$ cat config.mk
export PLATFORM = sky130hd
export DESIGN_NAME = sdio_cis_reader
export DESIGN_NICKNAME = d
export VERILOG_FILES = /design/src/rtl/sdio_cis_reader.sv
export SDC_FILE = /design/constraint.sdc
export NUM_CORES = 1
export LEC_CHECK = 0
export ABC_CLOCK_PERIOD_IN_PS = 5450
export CAP_MARGIN = 15
export CORE_MARGIN = 3
export CORE_UTILIZATION = 30
export DETAILED_ROUTE_END_ITERATION = 6
export GPL_TIMING_DRIVEN = 0
export SLEW_MARGIN = 40
export SYNTH_ARGS = -nofsm -noshare
export SYNTH_HDL_FRONTEND = slang
export SYNTH_SLANG_ARGS = --single-unit
$ cat constraint.sdc
create_clock -name clk -period 5.45 [get_ports clk]
set_input_delay 1.09 -clock clk [delete_from_list [all_inputs] [get_ports clk]]
set_output_delay 1.09 -clock clk [all_outputs]
set_load 0.1 [all_outputs]
$ cat src/rtl/sdio_cis_reader.sv
// Host-side SDIO CIS tuple walker: follows the code/link/body chain, extracts MANFID/FUNCE fn0.
// Optional ack watchdog enabled by defining SDIO_CIS_TIMEOUT_EN.
module sdio_cis_reader #(
    parameter int unsigned MAX_TUPLES = 64
`ifdef SDIO_CIS_TIMEOUT_EN
    ,
    parameter int unsigned ACK_TIMEOUT = 255
`endif
) (
    input  logic        clk,
    input  logic        rst,
    input  logic        i_start,
    input  logic [16:0] i_cis_ptr,
    output logic        o_rd_stb,
    output logic [16:0] o_rd_addr,
    input  logic        i_rd_ack,
    input  logic [7:0]  i_rd_data,
    output logic        o_busy,
    output logic        o_done,
    output logic        o_err,
    output logic [1:0]  o_err_code,
    output logic [15:0] o_manf_id,
    output logic [15:0] o_card_id,
    output logic [15:0] o_fn0_blk_size,
    output logic [7:0]  o_tuple_count
);

    localparam logic [17:0] ADDR_MAX = 18'h17FFF;
    localparam logic [7:0]  MAX_CNT  = 8'(MAX_TUPLES);

    typedef enum logic [2:0] {
        StIdle, StRdCode, StRdLink, StRdBody, StSkip, StDone, StErr
    } state_e;

    state_e      state_q;
    logic [17:0] addr_q;
    logic [17:0] body_start_q;
    logic [7:0]  code_q;
    logic [7:0]  link_q;
    logic [1:0]  idx_q;
    logic        funce_ok_q;
    logic [1:0]  err_pend_q;

    logic rd_state;
    logic rd_done;
    logic tmo_hit;

    assign rd_state = (state_q == StRdCode) || (state_q == StRdLink) || (state_q == StRdBody);
    assign rd_done  = o_rd_stb && i_rd_ack;

`ifdef SDIO_CIS_TIMEOUT_EN
    logic [15:0] tmo_q;

    assign tmo_hit = o_rd_stb && !i_rd_ack && (tmo_q == 16'(ACK_TIMEOUT - 1));

    always_ff @(posedge clk or posedge rst) begin
        if (rst) begin
            tmo_q <= '0;
        end else if (o_rd_stb && !i_rd_ack) begin
            tmo_q <= tmo_q + 16'd1;
        end else begin
            tmo_q <= '0;
        end
    end
`else
    // Without the watchdog the walker waits for i_rd_ack indefinitely.
    assign tmo_hit = 1'b0;
`endif

    always_ff @(posedge clk or posedge rst) begin
        if (rst) begin
            state_q        <= StIdle;
            addr_q         <= '0;
            body_start_q   <= '0;
            code_q         <= '0;
            link_q         <= '0;
            idx_q          <= '0;
            funce_ok_q     <= 1'b0;
            err_pend_q     <= '0;
            o_rd_stb       <= 1'b0;
            o_rd_addr      <= '0;
            o_busy         <= 1'b0;
            o_done         <= 1'b0;
            o_err          <= 1'b0;
            o_err_code     <= '0;
            o_manf_id      <= '0;
            o_card_id      <= '0;
            o_fn0_blk_size <= '0;
            o_tuple_count  <= '0;
        end else begin
            o_done <= 1'b0;

            // Issue a read whenever a read state has nothing outstanding; the range check gates it.
            if (rd_state && !o_rd_stb) begin
                if (addr_q > ADDR_MAX) begin
                    err_pend_q <= 2'd2;
                    state_q    <= StErr;
                end else begin
                    o_rd_stb  <= 1'b1;
                    o_rd_addr <= addr_q[16:0];
                end
            end else if (tmo_hit) begin
                o_rd_stb   <= 1'b0;
                err_pend_q <= 2'd1;
                state_q    <= StErr;
            end

            if (rd_done) begin
                o_rd_stb <= 1'b0;
            end

            case (state_q)
                StIdle: begin
                    if (i_start) begin
                        addr_q         <= {1'b0, i_cis_ptr};
                        o_err          <= 1'b0;
                        o_err_code     <= '0;
                        o_tuple_count  <= '0;
                        o_manf_id      <= '0;
                        o_card_id      <= '0;
                        o_fn0_blk_size <= '0;
                        o_busy         <= 1'b1;
                        state_q        <= StRdCode;
                    end
                end
                StRdCode: begin
                    if (rd_done) begin
                        if (i_rd_data == 8'h00) begin
                            addr_q <= addr_q + 18'd1;
                        end else if (i_rd_data == 8'hFF) begin
                            state_q <= StDone;
                        end else if (o_tuple_count == MAX_CNT) begin
                            err_pend_q <= 2'd3;
                            state_q    <= StErr;
                        end else begin
                            code_q        <= i_rd_data;
                            o_tuple_count <= o_tuple_count + 8'd1;
                            addr_q        <= addr_q + 18'd1;
                            state_q       <= StRdLink;
                        end
                    end
                end
                StRdLink: begin
                    if (rd_done) begin
                        if (i_rd_data == 8'hFF) begin
                            state_q <= StDone;
                        end else begin
                            link_q       <= i_rd_data;
                            addr_q       <= addr_q + 18'd1;
                            body_start_q <= addr_q + 18'd1;
                            idx_q        <= '0;
                            funce_ok_q   <= 1'b1;
                            if ((code_q == 8'h20 && i_rd_data >= 8'd4) ||
                                (code_q == 8'h22 && i_rd_data >= 8'd3)) begin
                                state_q <= StRdBody;
                            end else begin
                                state_q <= StSkip;
                            end
                        end
                    end
                end
                StRdBody: begin
                    if (rd_done) begin
                        addr_q <= addr_q + 18'd1;
                        idx_q  <= idx_q + 2'd1;
                        if (code_q == 8'h20) begin
                            case (idx_q)
                                2'd0:    o_manf_id[7:0]  <= i_rd_data;
                                2'd1:    o_manf_id[15:8] <= i_rd_data;
                                2'd2:    o_card_id[7:0]  <= i_rd_data;
                                default: o_card_id[15:8] <= i_rd_data;
                            endcase
                            if (idx_q == 2'd3) begin
                                state_q <= StSkip;
                            end
                        end else begin
                            // Only FUNCE type 0x00 (function 0 extension) carries the block size.
                            case (idx_q)
                                2'd0: funce_ok_q <= (i_rd_data == 8'h00);
                                2'd1: if (funce_ok_q) o_fn0_blk_size[7:0] <= i_rd_data;
                                default: if (funce_ok_q) o_fn0_blk_size[15:8] <= i_rd_data;
                            endcase
                            if (idx_q == 2'd2) begin
                                state_q <= StSkip;
                            end
                        end
                    end
                end
                StSkip: begin
                    addr_q  <= body_start_q + {10'b0, link_q};
                    state_q <= StRdCode;
                end
                StDone: begin
                    o_done  <= 1'b1;
                    o_busy  <= 1'b0;
                    state_q <= StIdle;
                end
                StErr: begin
                    o_err      <= 1'b1;
                    o_err_code <= err_pend_q;
                    o_done     <= 1'b1;
                    o_busy     <= 1'b0;
                    state_q    <= StIdle;
                end
                default: state_q <= StIdle;
            endcase
        end
    end

endmodule

Yosys cells after proc, flatten, opt, wreduce, memory -nomap -nowiden
Cells that the tools add are included.

cells by class
  add/subtract/negate cells = 4
  magnitude comparators = 3
  equal/unequal tests = 32
  mux-type cells = 74
  bitwise gates (word level) = 4
  reduce and logical (&&, ||, !) cells = 37

operators with widths
  kind                   count
  $mux 18                8
  $mux 16                7
  $mux 8                 12
  $pmux 16 s2            3
  $pmux 18 s5            1
  $mux 3                 14
  $ne 2x2->1 const B     13
  $reduce_and 5->1       5
  $reduce_and 6->1       4
  $mux 2                 11
  $add 18x1->18 const B  1
  $add 18x8->18          1
  $gt 18x17->1 const B   1
  $eq 8x6->1 const B     2
  $pmux 8 s2             1
  $pmux 3 s5             1
  $reduce_bool 2->1      6
  $mux 1                 11
  $eq 3x3->1 const B     3
  $add 8x1->8 const B    1
  $eq 8x7->1 const B     1
  $eq 8x8->1 const B     1
  $ge 8x2->1 const B     1
  $ge 8x3->1 const B     1
  other kinds (23)       44

word-level totals
  register bits after elaboration = 139
  input port bits = 29
  output and inout port bits = 79
  word-level logic and storage cells = 175

Depth between registers and ports, before layout
Gate-level depths: netlist of run 1.

  depth after elaboration = 10
  mapped depth = 9

Worst setup path after synthesis of run 1
OpenSTA, ideal clock, no wires.

  path type = input port to flip-flop
  start point = input i_rd_data[2]
  end point = register o_tuple_count[7]
  library setup time = 0.100 ns
  arrival time = 2.509 ns
  data required time = 5.350 ns
  setup slack = 2.840 ns
  cell stages on the path = 6
  path through = or4_4 -> o21a_1 -> nor4b_4 -> nor2_1 -> o21ai_0 -> o31ai_1

on the way
  cells in the longest elaborated chain, start to end = 3

RTL lines
  element                                               RTL line  source
  start, declared                                       17        input logic [7:0] i_rd_data,
  $eq 8x8->1 / $logic_not 8->1 (equally long branches)  130, 128
  $ne 2x2->1 (no line)                                  -
  $reduce_and 6->1 (no line) *                          -
  end signal, assigned                                  137       o_tuple_count <= o_tuple_count + 8'd1;
  end, declared                                         25        output logic [7:0] o_tuple_count

Every way passes the cells marked *; elsewhere a longest branch is shown, timed or not.
A chain may end at the register's enable or synchronous reset.

Final worst setup path of run 1
  start point = input i_rd_data[0]
  end point = register addr_q[17]

on the way
  cells in the longest elaborated chain, start to end = 4

RTL lines
  element               RTL line  source
  $logic_not 8->1       128       if (i_rd_data == 8'h00) begin
  $mux 18               128
  $mux 18               127       if (rd_done) begin
  $pmux 18 s5           112       case (state_q)
  end signal, assigned  115       addr_q <= {1'b0, i_cis_ptr};
  end signal, assigned  129       addr_q <= addr_q + 18'd1;
  end signal, assigned  138       addr_q <= addr_q + 18'd1;
  end, declared         36        logic [17:0] addr_q;

Parallel ways exist; a longest one is shown, timed or not. The select of a mux whose other input is x is not followed.

==> results_dict.tcl, run 1 <==
set metrics [dict create \
    die_w_um 161 \
    synth_seq_cells 139 \
    crit_chain "clkdlybuf4s50_1 -> or4_1 -> o21a_1 -> o22ai_2 -> nand2_2 -> buf_6 -> a22oi_1 -> o21ai_0" \
    wl_um 20700 \
    slew_headroom_pct 53.3 \
    setup_violations 0 \
    clk_path_buf_depth 2 \
    overflow 0 \
    hold_class "reg -> reg" \
    hold_violations 0 \
    syn-num-nets 766 \
    worstHoldStart "code_q[2]" \
    avgSynthCellArea_um2 10.0 \
    cts_root_buf "clkbuf_16" \
    htreeDepth 4 \
    final_net_count 894 \
    fmax_mhz 321 \
    path_clk_slew_ps 70 \
    drt-pass1-iter-count 5 \
    critPathTopFamily "simple AND/OR/NAND/NOR gates" \
    die_h_um 161 \
    grt_max_degree 63 \
    drt_drc_violations_left 0 \
    reg2reg_depth 8 \
    fin_crit_ps 3120 \
    max_slew.worst_pin.slew_ps 701 \
    ios 108 \
    post_cts_resize_count 0 \
    track_usage_pct 16.2 \
    regToRegSetupSlack_ps 2830 \
    hpwlAfterDp_um 15000 \
    pre_cts_ws_ps 1900 \
    die-area_um2 26100 \
    r2r_start "body_start_q[0]" \
    clk_latency_ps 440 \
    synth_ff_type "dfrtp_1" \
    synth-edff-count 0 \
    finalHoldWorstSlack_ps 479 \
    placementRows 56 \
    yosysWarnings 0 \
    design_area_um2 9000 \
    cts_tree "yes" \
    numCtsBuffers 17 \
    worstPathArrival_ps 3410 \
    grt_setup_unrepaired "no" \
    busiest_layer "met2" \
    synth.area.mux_share_pct 11.9 \
    min_path_cells 2 \
    status "complete, no violations" \
    clock-skew-final_ps 11.8 \
    yosysUniqueCellTypes 69 \
    grt_pass1_vias 5852 \
    worstPathMaxFanout 10 \
    worstPathRequired_ps 5740 \
    antenna_found_initial 0 \
    drtIter0Drc 384 \
    grt_use_met3_pct 3.69 \
    cts_setup_buffers 0 \
    r2r-end "addr_q[10]" \
    synth_compound_area_share_pct 13.6 \
    endpoint_kind "flip-flop" \
    holdPathEnd "code_q[2]" \
    grt_pass1_wl_um 33300 \
    fin_util_pct 38.1 \
    synthXorXnorAreaFrac_pct 3.14 \
    gp_congestion 0.845 \
    viasPerCell 5.08 \
    setup_slack_ps 2330 \
    slew_viol_final 0 \
    vias 5995 \
    core-area_um2 23600 \
    synth-simple-area-share_pct 17.7 \
    grt_use_met1_pct 22.5 \
    ant_nets 0 \
    wl_per_cell_um 17.6 \
    synthCells 721 \
    synth_area_um2 7250 \
    post_dp_cell_area_um2 8390 \
    diodes 0 \
    grtUsageMet2_pct 25.0 \
    worstSetupPathType "in -> reg" \
    path_buf_inv 2 \
    syn2layout_area_growth_pct 24.2 \
    async_reset_ff_share_pct 100 \
    drive_gt1_share_pct 25.6 \
    synth_top_family_by_area "simple AND/OR/NAND/NOR gates" \
    critPathMaxStageDelay_ps 610 \
    cpMaxStageDelayCell "or4_1" \
    port_buffers 107 \
    start_kind "input pin" \
    synth_fa_ha_area_share_pct 2.87 \
    start_util_pct 30.7 \
    cts_sinks 139 \
    cap_violations 0 \
    yosysSeqAreaShare_pct 48.0 \
    hold_buffers 0 \
    post-route-period-util_pct 57.2 \
]
-- worst reg2reg max path: stages, from the launching register on --
cell and delay [ps]:
dfrtp_1 380, ha_1 230, fa_1 410, a21o_1 210, a221oi_2 530, a211oi_1 190
xor2_1 170, a221oi_1 260, o21ai_0 110
-- cell type report --
cell class	instances	area, um^2
buffer	33	148
clock buffer	17	425
clock inverter	15	186
fill	2395	14600
inverter	14	60.1
multi-input combinational	535	3570
sequential	139	3480
tap	319	399
timing repair buffer	109	731
-- routing by layer --
layer | wire, um | share of wire (%) | vias to the layer above
li1 | - | - | 2854
met1 | 9710 | 47 | 2943
met2 | 9440 | 46 | 172
met3 | 1210 | 5.8 | 26
met4 | 387 | 1.9 | 0
met5 | 0 | 0 | -
-- Yosys cell counts, types with 14 or more instances --
library cell    n  area (um^2)
nor2_1         54          203
clkbuf_1       17         63.8
a21oi_1        26          130
dfrtp_1       139         3480
xor2_1         14          123
inv_1          14         52.6
ha_1           15          188
and3_1         18          113
nand3_1        14         70.1
nand2_1       100          375
mux2_2         71          800
o21ai_0        59          295
-- flip-flops by register name (all words and copies together), names as in the netlist --
signal / flops
o_rd_stb: 1
addr_q: 18
o_rd_addr: 17
idx_q: 2
o_busy: 1
funce_ok_q: 1
state_q: 3
o_card_id: 16
err_pend_q: 2
code_q: 8
body_start_q: 18
o_manf_id: 16
o_done: 1
o_fn0_blk_size: 16
o_tuple_count: 8
o_err: 1
o_err_code: 2
link_q: 8
-- cells in the final DEF (no fill, tap or decap), types with 10 or more instances in the layout --
cell type and instances:
or3_1 10, a211oi_1 10, nand3_1 14, and3_1 18
clkdlybuf4s50_1 28, inv_1 13, mux2_2 71, ha_1 15
nor2_1 54, dfrtp_1 139, xnor2_1 12, xor2_1 14
o21ai_0 59, clkbuf_1 17, clkbuf_16 17, nand2_1 100
nand4_1 10, buf_2 92, nor3_1 10, a21oi_1 26
-- through the flow --
stage                     TNS (ps)  cells
final                            0   1181
after global routing             0   1181
after CTS                        0   1181
after floorplan                  0    721
after global placement     -222640   1147
after detailed placement         0   1149
-- worst max path at each step --
stage | start | end | slack [ps] | cells after the start
floorplan | rst | addr_q[0] | 640 | 1
global placement | rst | o_rd_addr[15] | -1610 | 2
detailed placement | i_rd_data[0] | addr_q[17] | 1900 | 8
CTS | i_rd_data[0] | addr_q[17] | 2370 | 8
global route | i_rd_data[0] | o_tuple_count[5] | 2150 | 7
finish | i_rd_data[0] | addr_q[17] | 2330 | 8
-- cell families after synthesis --
family / count (synthesis)
AOI/OAI and AO/OA: 155
muxes: 77
DFF: 139
buffers and inverters: 47
adders and majority gates: 16
xor gates and xnor gates: 26
and+or+nand+nor: 261
Power of run 1 is not shown: default switching activity piles up to over one toggle a cycle in this logic, so the estimate is an artifact.
==> inputs of run 2 (changes only) <==
--- a/config.mk
+++ b/config.mk
@@ -5,7 +5,7 @@
 export SDC_FILE = /design/constraint.sdc
 export NUM_CORES = 1
 export LEC_CHECK = 0
-export ABC_CLOCK_PERIOD_IN_PS = 5450
+export ABC_CLOCK_PERIOD_IN_PS = 2600
 export CAP_MARGIN = 15
 export CORE_MARGIN = 3
 export CORE_UTILIZATION = 30
==> constraint.sdc (replaced) <==
create_clock -name clk -period 2.6 [get_ports clk]
set_input_delay 0.52 -clock clk [delete_from_list [all_inputs] [get_ports clk]]
set_output_delay 0.52 -clock clk [all_outputs]
set_load 0.1 [all_outputs]
==> results_dict.tcl, run 2 (synthesis gave the netlist of run 1 again) <==
set metrics [dict create \
    hold_violations 0 \
    clock-skew-final_ps 9.69 \
    max_slew.worst_pin.slew_ps 671 \
    clk_latency_ps 430 \
    path_clk_slew_ps 70 \
    vias 6010 \
    syn2layout_area_growth_pct 26.0 \
    die-area_um2 26100 \
    cts_root_buf "clkbuf_16" \
    slew_headroom_pct 55.2 \
    regToRegSetupSlack_ps 110 \
    status "complete, no violations" \
    core-area_um2 23600 \
    hold_buffers 0 \
    setup_violations 0 \
    pre_cts_ws_ps -343 \
    numCtsBuffers 17 \
    fill_cells 2373 \
    grt_pass1_vias 5934 \
    drive_gt1_share_pct 26.3 \
    cts_sinks 139 \
    post-route-period-util_pct 96.4 \
    reg2reg_depth 7 \
    grt_pass1_wl_um 33400 \
    diodes 0 \
    worstPathRequired_ps 2900 \
    die_h_um 161 \
    clk_path_buf_depth 2 \
    critPathMaxStageDelay_ps 600 \
    worstPathArrival_ps 2810 \
    setup_slack_ps 93.4 \
    cts_setup_buffers 0 \
    placementRows 56 \
    worstSetupPathType "in -> reg" \
    finalHoldWorstSlack_ps 453 \
    start_kind "input pin" \
    post_cts_resize_count 0 \
    fmax_mhz 399 \
    endpoint_kind "flip-flop" \
    wl_per_cell_um 17.7 \
    grt_max_degree 25 \
    fin_crit_ps 2510 \
    final_net_count 898 \
    hpwlAfterDp_um 15500 \
    r2r_start "link_q[5]" \
    viasPerCell 5.07 \
    gp_congestion 0.829 \
    fin_util_pct 38.7 \
    track_usage_pct 16.4 \
    cts_tree "yes" \
    slew_viol_final 0 \
    crit_chain "clkdlybuf4s50_1 -> or4_4 -> o21a_1 -> o22ai_2 -> nand2_2 -> buf_2 -> a2bb2oi_1 -> nand3_1" \
    cap_violations 0 \
    hold_class "in -> async" \
    start_util_pct 30.7 \
    overflow 0 \
    antenna_found_initial 0 \
    die_w_um 161 \
    ios 108 \
    drtIter0Drc 349 \
    worstPathMaxFanout 10 \
    cpMaxStageDelayCell "or4_4" \
    drt-pass1-iter-count 5 \
    top_regs "addr_q: 18 flops, body_start_q: 18 flops, o_rd_addr: 17 flops" \
    r2r-end "addr_q[17]" \
    grt_setup_unrepaired "yes" \
    htreeDepth 4 \
    ant_nets 0 \
    final_common_cell "dfrtp_1" \
    most-common-layout-cells "139 x dfrtp_1, 100 x nand2_1, 92 x buf_2" \
    drt_drc_violations_left 0 \
    port_buffers 107 \
    wl_um 20900 \
]
-- run 2: area by class of cell --
type | count | area (um^2) | share of cell area (%)
Buffer | 33 | 148 | 1.62
Timing Repair Buffer | 113 | 828 | 9.07
Clock inverter | 15 | 168 | 1.84
Tap cell | 319 | 399 | 4.37
Sequential cell | 139 | 3480 | 38.1
Inverter | 14 | 56.3 | 0.617
Clock buffer | 17 | 425 | 4.66
Multi-Input combinational cell | 535 | 3630 | 39.7
-- run 2: critical path: cells and delay by family --
family                 cells  cell delay [ps]
AOI/OAI and AO/OA          3              620
and+or+nand+nor            3              880
buffers and inverters      2              780
-- run 2: metal layers --
layer | vias up | global-route usage [%] | wire length, um
met5 | - | 0 | 0
met4 | 0 | 5.94 | 404
met3 | 26 | 3.67 | 1130
met2 | 153 | 25.8 | 9800
met1 | 2969 | 22.1 | 9600
li1 | 2862 | - | -
-- run 2: how the worst max path moves through the flow --
stage                           from               end  slack [ps]
floorplan           o_tuple_count[0]  o_tuple_count[4]          20
global placement                 rst      o_rd_addr[3]       -1000
detailed placement      i_rd_data[0]         addr_q[8]        -340
CTS                  body_start_q[0]        addr_q[10]           7
global route         body_start_q[0]        addr_q[10]         -80
finish                  i_rd_data[2]        addr_q[14]          90
-- run 2: through the flow --
step | instance area [um^2] | cells | TNS (ps)
after floorplan | 7250 | 721 | 0
after global placement | 8720 | 1147 | -151410
after detailed placement | 8480 | 1153 | -12900
after CTS | 9070 | 1185 | 0
after global routing | 9130 | 1185 | -152
final | 9130 | 1185 | 0
Power of run 2 is left out for the same reason.
